## src/rtl/sk6812_pkg.sv

```systemverilog
// Shared types for the SK6812 strip sequencer: pixel layout, sequencer states, colour width.
package sk6812_pkg;

  localparam int unsigned SK6812_COLOR_W = 32;

  typedef struct packed {
    logic [7:0] g;
    logic [7:0] r;
    logic [7:0] b;
    logic [7:0] w;
  } pixel_t;

  typedef enum logic [2:0] {
    IDLE,
    FETCH,
    STROBE,
    GUARD,
    WAITP,
    LATCH,
    LGUARD,
    LWAIT
  } seq_state_e;

endpackage

```

## src/rtl/sk6812_pixel_ram.sv

```systemverilog
// Pixel memory: one write port, one registered read port, contents not reset.
module sk6812_pixel_ram
  import sk6812_pkg::*;
#(
  parameter int unsigned NUM_LEDS = 8,
  parameter int unsigned IDX_W    = 3
) (
  input  logic             i_clk,
  input  logic             i_wr_en,
  input  logic [IDX_W-1:0] i_wr_idx,
  input  pixel_t           i_wr_data,
  input  logic [IDX_W-1:0] i_rd_idx,
  output pixel_t           o_rd_data
);

  pixel_t mem [NUM_LEDS];

  always_ff @(posedge i_clk) begin
    // Indices past the populated depth are dropped rather than aliased.
    if (i_wr_en && (32'(i_wr_idx) < NUM_LEDS)) begin
      mem[i_wr_idx] <= i_wr_data;
    end
    o_rd_data <= mem[i_rd_idx];
  end

endmodule

```

## src/rtl/sk6812_strip_sequencer.sv

```systemverilog
// Streams pixels 0..cnt-1 from the pixel memory to the SK6812 serializer, then issues the latch strobe.
module sk6812_strip_sequencer
  import sk6812_pkg::*;
#(
  parameter  int unsigned NUM_LEDS = 8,
  localparam int unsigned IDX_W    = (NUM_LEDS > 1) ? $clog2(NUM_LEDS) : 1
) (
  input  logic                      i_clk,
  input  logic                      i_reset_n,
  input  logic                      i_wr_en,
  input  logic [IDX_W-1:0]          i_wr_idx,
  input  logic [SK6812_COLOR_W-1:0] i_wr_color,
  input  logic [IDX_W:0]            i_num_active,
  input  logic                      i_start,
  output logic                      o_busy,
  output logic                      o_done,
  output logic                      o_start_drop,
  output logic                      o_led_strb,
  output logic [SK6812_COLOR_W-1:0] o_led_color,
  output logic                      o_reset_strb,
  input  logic                      i_drv_busy
);

  localparam logic [IDX_W:0] CNT_MAX = (IDX_W + 1)'(NUM_LEDS);

  seq_state_e state, state_d;
  logic [IDX_W:0] idx, idx_d, idx_inc;
  logic [IDX_W:0] cnt, cnt_d, start_cnt;
  logic busy_d, done_d, drop_d, strb_d, rst_strb_d;
  logic [SK6812_COLOR_W-1:0] color_d;
  pixel_t rd_data;

  sk6812_pixel_ram #(
    .NUM_LEDS (NUM_LEDS),
    .IDX_W    (IDX_W)
  ) u_ram (
    .i_clk     (i_clk),
    .i_wr_en   (i_wr_en),
    .i_wr_idx  (i_wr_idx),
    .i_wr_data (pixel_t'(i_wr_color)),
    .i_rd_idx  (idx[IDX_W-1:0]),
    .o_rd_data (rd_data)
  );

  assign start_cnt = (i_num_active > CNT_MAX) ? CNT_MAX : i_num_active;
  assign idx_inc   = idx + 1'b1;

  // All handshake outputs are computed here and registered below, so each
  // appears one cycle after the state that produces it.
  always_comb begin
    state_d    = state;
    idx_d      = idx;
    cnt_d      = cnt;
    busy_d     = o_busy;
    done_d     = 1'b0;
    drop_d     = i_start && (state != IDLE);
    strb_d     = 1'b0;
    rst_strb_d = 1'b0;
    color_d    = o_led_color;
    unique case (state)
      IDLE: begin
        if (i_start) begin
          cnt_d   = start_cnt;
          idx_d   = '0;
          busy_d  = 1'b1;
          state_d = (start_cnt == '0) ? LATCH : FETCH;
        end
      end
      FETCH:  state_d = STROBE;
      STROBE: begin
        color_d = rd_data;
        strb_d  = 1'b1;
        state_d = GUARD;
      end
      GUARD:  state_d = WAITP;
      WAITP: begin
        if (!i_drv_busy) begin
          idx_d   = idx_inc;
          state_d = (idx_inc == cnt) ? LATCH : FETCH;
        end
      end
      LATCH: begin
        rst_strb_d = 1'b1;
        state_d    = LGUARD;
      end
      LGUARD: state_d = LWAIT;
      LWAIT: begin
        if (!i_drv_busy) begin
          done_d  = 1'b1;
          busy_d  = 1'b0;
          state_d = IDLE;
        end
      end
      default: state_d = IDLE;
    endcase
  end

  always_ff @(posedge i_clk or negedge i_reset_n) begin
    if (!i_reset_n) begin
      state        <= IDLE;
      idx          <= '0;
      cnt          <= '0;
      o_busy       <= 1'b0;
      o_done       <= 1'b0;
      o_start_drop <= 1'b0;
      o_led_strb   <= 1'b0;
      o_reset_strb <= 1'b0;
      o_led_color  <= '0;
    end else begin
      state        <= state_d;
      idx          <= idx_d;
      cnt          <= cnt_d;
      o_busy       <= busy_d;
      o_done       <= done_d;
      o_start_drop <= drop_d;
      o_led_strb   <= strb_d;
      o_reset_strb <= rst_strb_d;
      o_led_color  <= color_d;
    end
  end

endmodule

```

## config.mk

```make
export PLATFORM = sky130hd
export DESIGN_NAME = sk6812_strip_sequencer
export DESIGN_NICKNAME = d
export VERILOG_FILES = /design/src/rtl/sk6812_pkg.sv /design/src/rtl/sk6812_pixel_ram.sv /design/src/rtl/sk6812_strip_sequencer.sv
export SDC_FILE = /design/constraint.sdc
export NUM_CORES = 1
export LEC_CHECK = 0
export ABC_CLOCK_PERIOD_IN_PS = 4600
export BUFFER_PORTS_ARGS = -buffer_cell sky130_fd_sc_hd__buf_2
export CORE_MARGIN = 5
export CORE_UTILIZATION = 38
export CTS_CLUSTER_DIAMETER = 60
export DETAILED_ROUTE_END_ITERATION = 8
export PLACE_DENSITY = 0.5
export SLEW_MARGIN = 20
export SYNTH_ARGS = -nofsm -noshare
export SYNTH_HDL_FRONTEND = slang
export SYNTH_SLANG_ARGS = --single-unit
export TNS_END_PERCENT = 10
```

## constraint.sdc

```tcl
create_clock -name i_clk -period 4.6 [get_ports i_clk]
set_input_delay 0.92 -clock i_clk [delete_from_list [all_inputs] [get_ports i_clk]]
set_output_delay 0.92 -clock i_clk [all_outputs]
set_load 0.005 [all_outputs]
```

==> flow_summary_export.csv, run 1 <==
group,metric,value,unit
status,status,"completed",
yosys,yosys_warnings,0,
floorplanning,die_y,191,µm
setup_path,critPathMaxStageDelay,0.83,ns
cts,cts_tree,"done",
placement,gp_congestion,0.726,
layout,fill_cells,2808,
routing,vias,5493,
global_routing,antenna_found_initial,2,
sta,period_minus_slack,2.35,ns
power,seqPwrFrac,0.479,
power,switchingPower,2.07,mW
global_routing,track_usage,0.136,
cts,clk-insertion-delay-late,0.51,ns
routing,ant_nets,0,
sta,worst_pin_slew,1.00,ns
floorplanning,initial_utilization,0.383,
floorplanning,ios,81,
worst_hold_path,hold_class,"primary input to asynchronous set/reset pin",
job,cap_violations,0,
routing,routed_wl,24.0,mm
setup_path,path_buf_inv,2,
yosys,async_reset_ff_frac,0.143,
power,ir_worst_vdd,0.247,mV
setup_path,cp.arrival,2.73,ns
power,p_leak,5.06,nW
routing,met2_length,11.7,mm
sta,setup_viol,0,
cts,cts_setup_buffers,0,
layout,layout.nets,708,
layout,fin_util,0.452,
global_routing,grt_start_max_net_pins,68,
power,sw_frac_of_total,0.246,
global_routing,grt_pass1_vias,6144,
global_routing,grt_pass1_wl,37.5,mm
sta,max-slew-margin-rel,0.331,
yosys,synth-main-ff-cell,"edfxtp_1",
power,p_clk_frac,0.329,
routing,drc,0,
yosys,ys_seq_area_frac,0.768,
sta,tns,0,ns
floorplanning,die_area,36400,µm²
routing,drt-wirelength-per-cell,21.1,µm
placement,dp_cells,1065,
sta,maxSlewViolCount,0,
cts,h-tree-depth,2,
routing,met1_length,10.7,mm
yosys,yosysUniqueCellTypes,37,
routing,met3_length,1.11,mm
sta,fin_skew,0.0138,ns
floorplanning,die_w,191,µm
setup_path,path_class,"flop to flop",
routing,drt_iter0_drc,302,
sta,finalCritPeriodShare,0.511,
routing,vias_per_cell,4.84,
cts,clk_pin_slew,0.06,ns
yosys,syn_inst,551,
setup_path,endpoint_kind,"flop",
yosys,avgSynthCellArea,22.5,µm²
setup_path,startpoint_type,"flop",
layout,final_cell_mix,"edfxtp_1 (256), buf_2 (80), mux4_2 (54), dfrtp_1 (45), clkbuf_16 (39)",
placement,place.detailed.hpwl,14.2,mm
cts,numCtsBuffers,37,
global_routing,grt_remaining_overflow,0,
yosys,ys_ff_latch,336,
sta,fmax,0.425,GHz
layout,syn2layout_area_growth,17.9,%
layout,drive_gt1_frac,0.371,
layout,finalNonFillerCells,1135,
floorplanning,core,32400,µm²
sta,hold_viol_final,0,
cts,clockBufferDepth,3,
cts,cts_root_buf,"clkbuf_16",
power,power_density,575,nW/µm²
sta,grt_setup_unrepaired,"no",
yosys,syn-num-nets,596,
power,internal_power,6.34,mW
power,power,8.42,mW
cts,holdBufCountCts,0,
floorplanning,rows,66,
power,p_comb_frac,0.191,
yosys,synth_edf_count,256,
setup_path,crit_required,4.98,ns
routing,top_layer,"met5",
setup_path,crit_fanout,19,
placement,port_buffers,80,
setup_path,worst_path_max_delay_cell,"nor3_4",
routing,dr.pass1.iters,4,
setup_path,path_cells,"inv_2 -> nor3_4 -> buf_4 -> mux2_1",
layout,final_common_cell,"edfxtp_1",
yosys,syn_area,12400,µm²
cts,cts.sinks,336,
setup_path,crit_family,"simple AND/OR/NAND/NOR gates",
cts,postCtsResizedCells,0,
[power groups by stage]
stage,clock network (mW),logic (mW),registers [mW]
3_5_place_dp,0,1.56,4.19
4_1_cts,2.86,1.57,4.13
5_1_grt,2.99,1.77,4.10
3_3_place_gp,0,1.54,4.18
6_report,2.77,1.61,4.03
2_1_floorplan,0,1.35,3.90
[cell families after synthesis]
| kind of cell | share of synthesized area |
|---|---|
| buf+inv | 0.0150 |
| compound gates | 0.00878 |
| xor+xnor | 0.00424 |
| mux | 0.187 |
| simple gates | 0.0153 |
| flops | 0.768 |
| fa+ha+maj | 0.00101 |
[worst register-to-register path, stage by stage, from the launching register on]
cell and delay, ns:
dfrtp_1 0.45, inv_2 0.09, nor3_4 0.83, buf_4 0.49, mux2_1 0.37
[Yosys cell counts, drive strengths merged (4+ instances only)]
library cell | n | area share
dfxtp | 32 | 0.052
buf | 19 | 0.013
o21ai | 9 | 0.0036
nor2 | 8 | 0.0024
xnor2 | 5 | 0.0035
mux2 | 66 | 0.068
mux4 | 64 | 0.12
nor3 | 4 | 0.0025
clkbuf | 5 | 0.0015
nand2b | 6 | 0.0030
edfxtp | 256 | 0.62
nand2 | 8 | 0.0024
dfrtp | 48 | 0.097
[per-stage QoR]
| step | hold slack, ns | cell area, µm² | setup slack, ns |
|---|---|---|---|
| after global routing | 0.454 | 14600 | 2.03 |
| after CTS | 0.441 | 14600 | 2.06 |
| after floorplan | 0.424 | 12400 | 0.833 |
| after detailed placement | 0.435 | 13400 | 1.87 |
| after global placement | 0.429 | 13300 | 1.81 |
| final | 0.441 | 14600 | 2.25 |
[registers in the layout, indices dropped and copies added (netlist names)]
register / count
o_reset_strb: 1
state: 3
o_start_drop: 1
idx: 4
cnt: 4
u_ram.o_rd_data: 32
o_led_strb: 1
u_ram.mem: 256
o_busy: 1
o_done: 1
o_led_color: 32
[metal layers]
| layer | vias up | track usage |
|---|---|---|
| met3 | 37 | 0.0298 |
| met2 | 113 | 0.223 |
| li1 | 2470 | - |
| met5 | - | 0 |
| met1 | 2871 | 0.184 |
| met4 | 2 | 0.0367 |
[cell type report]
class                      count  area (µm²)  area share
multi-input combinational    189        2740       0.188
clock inverter                15         108     0.00736
timing repair buffer          97         626      0.0428
inverter                       2        7.51    0.000513
antenna                        1        2.50    0.000171
sequential                   336        9540       0.652
tap                          442         553      0.0378
clock buffer                  53        1050      0.0717
[path summary, 6_finish.rpt]
| path | from | slack [ns] | end | cells past startpoint |
|---|---|---|---|---|
| setup / recovery | state[1] | 2.25 | o_led_color[28] | 4 |
| hold / removal | i_reset_n | 0.44 | o_led_color[15] | 1 |
| setup reg to reg | state[1] | 2.25 | o_led_color[28] | 4 |
| hold reg to reg | u_ram.o_rd_data[31] | 0.44 | o_led_color[31] | 1 |
| max in group asynchronous | i_reset_n | 3.35 | idx[1] | 2 |
| min in group i_clk | u_ram.o_rd_data[31] | 0.44 | o_led_color[31] | 1 |
No activity file was read; power rests on OpenSTA's default activity.
==> run 2, diff against run 1 <==
ABC_CLOCK_PERIOD_IN_PS = 2400   (was 4600)
clock period = 2.4 ns   (was 4.6 ns; I/O delays follow)
==> flow_summary_export.csv, run 2 (synthesis gave the netlist of run 1 again) <==
group,metric,value,unit
status,status,"completed",
global_routing,antenna_found_initial,2,
sta,fmax,0.553,GHz
setup_path,critPathMaxStageDelay,0.58,ns
routing,routed_wl,24.4,mm
power,p_comb_frac,0.202,
layout,fill_cells,2796,
global_routing,grt_remaining_overflow,0,
placement,port_buffers,80,
setup_path,r2r_cells,3,
cts,clk-insertion-delay-late,0.51,ns
layout,largest_reg_flops,256,
power,internal_power,12.5,mW
setup_path,path_cells,"buf_12 -> mux4_1 -> mux2_4",
sta,max-slew-margin-rel,0.597,
setup_path,worst_path_max_delay_cell,"dfrtp_4",
sta,grt_setup_unrepaired,"no",
routing,vias_per_cell,4.89,
layout,final_common_cell,"edfxtp_1",
worst_hold_path,hp-start,"i_wr_color[12]",
sta,setup_viol,0,
cts,cts_root_buf,"clkbuf_16",
sta,finalCritPeriodShare,0.754,
cts,clk_pin_slew,0.06,ns
worst_hold_path,min_to,"u_ram.mem[2][12]",
global_routing,grt_pass1_vias,6175,
power,switchingPower,4.04,mW
floorplanning,die_w,191,µm
routing,vias,5569,
floorplanning,initial_utilization,0.383,
layout,final_cell_mix,"edfxtp_1 (256), buf_2 (80), mux4_2 (54), dfrtp_1 (45), clkbuf_16 (41)",
global_routing,track_usage,0.138,
layout,layout.nets,713,
cts,cts_tree,"done",
power,power_density,1120,nW/µm²
routing,dr.pass1.iters,5,
worst_hold_path,hold_class,"primary input to flop",
setup_path,reg2reg_from,"idx[0]",
power,ir_worst_vdd,0.523,mV
layout,drive_gt1_frac,0.371,
setup_path,r2r_slack,0.59,ns
sta,period_minus_slack,1.81,ns
cts,numCtsBuffers,38,
layout,fin_util,0.457,
floorplanning,rows,66,
cts,clockBufferDepth,3,
power,power,16.6,mW
floorplanning,ios,81,
setup_path,crit_required,2.79,ns
sta,fin_skew,0.0203,ns
power,p_clk_frac,0.340,
cts,cts_setup_buffers,0,
setup_path,path_class,"flop to flop",
placement,place.detailed.hpwl,14.2,mm
power,seqPwrFrac,0.458,
floorplanning,core,32400,µm²
layout,antennaDiodeCount,0,
sta,final.setup.worst_slack,0.591,ns
global_routing,grt_start_max_net_pins,67,
layout,syn2layout_area_growth,19.3,%
setup_path,r2r-end,"u_ram.o_rd_data[18]",
floorplanning,die_area,36400,µm²
routing,drt_iter0_drc,286,
sta,tns,0,ns
worst_hold_path,whs_path_depth,1,
routing,drt-wirelength-per-cell,21.4,µm
placement,dp_slack,0.581,ns
setup_path,startpoint_type,"flop",
layout,largestRegisters,"u_ram.mem x256, o_led_color x32, u_ram.o_rd_data x32",
placement,gp_congestion,0.712,
job,cap_violations,0,
cts,cts.sinks,336,
cts,h-tree-depth,2,
setup_path,cp.arrival,2.20,ns
sta,maxSlewViolCount,0,
sta,hold_viol_final,0,
power,p_leak,5.14,nW
power,sw_frac_of_total,0.244,
routing,drc,0,
layout,regMostFlops,"u_ram.mem",
sta,worst_pin_slew,0.603,ns
global_routing,grt_pass1_wl,37.8,mm
setup_path,endpoint_kind,"flop",
setup_path,crit_fanout,19,
routing,ant_nets,0,
floorplanning,die_y,191,µm
==> run 2: cell type report <==
type	instances	area (µm²)	share of cell area
multi-input combinational	189	2750	0.186
tap	442	553	0.0374
clock inverter	8	72.6	0.00491
timing repair buffer	101	698	0.0472
inverter	2	7.51	0.000507
clock buffer	62	1170	0.0794
sequential	336	9540	0.645
==> run 2: timing repair <==
action / CTS / global route
hold buffers: 1 / 0
gates resized for setup: 0 / 0
endpoints found under the setup margin: 0 / 0
hold endpoints to repair: 15 / 0
==> run 2: how the worst max path moves through the flow <==
| stage | start | depth (start not counted) | end |
|---|---|---|---|
| 3_5_place_dp | i_wr_en | 4 | u_ram.mem[4][10] |
| 4_1_cts | idx[0] | 3 | u_ram.o_rd_data[18] |
| 5_1_grt | state[2] | 4 | idx[2] |
| 6_report | idx[0] | 3 | u_ram.o_rd_data[18] |
| 3_3_place_gp | i_wr_en | 4 | u_ram.mem[4][10] |
| 2_1_floorplan | i_wr_en | 2 | u_ram.mem[4][0] |
==> run 2: stage by stage <==
stage / area [µm²] / instances / hold slack, ns
global placement: 13500 / 1069 / 0.429
CTS: 14800 / 1140 / 0.206
detailed placement: 13500 / 1069 / 0.432
finish: 14800 / 1140 / 0.231
global route: 14800 / 1140 / 0.223
floorplan: 12400 / 551 / 0.184
==> run 2: power by group through the flow <==
stage / registers, mW / clock network, mW / logic, mW
4_1_cts: 7.64 / 5.80 / 3.47
6_report: 7.60 / 5.63 / 3.35
3_5_place_dp: 7.75 / 0 / 3.45
3_3_place_gp: 7.72 / 0 / 3.41
5_1_grt: 7.72 / 6.05 / 3.68
2_1_floorplan: 7.48 / 0 / 2.59
==> run 2: metal layers <==
metal	vias up	share of wire	track usage
met3	48	0.042	0.0289
met5	-	0.00086	0
met2	113	0.50	0.231
met1	2922	0.44	0.184
met4	4	0.023	0.0365
li1	2482	-	-
==> run 2: critical path, delay by kind of cell (launching register included) <==
| kind | cells | cell delay, ns |
|---|---|---|
| buffers and inverters | 1 | 0.24 |
| flip-flops | 1 | 0.58 |
| multiplexers | 2 | 0.86 |
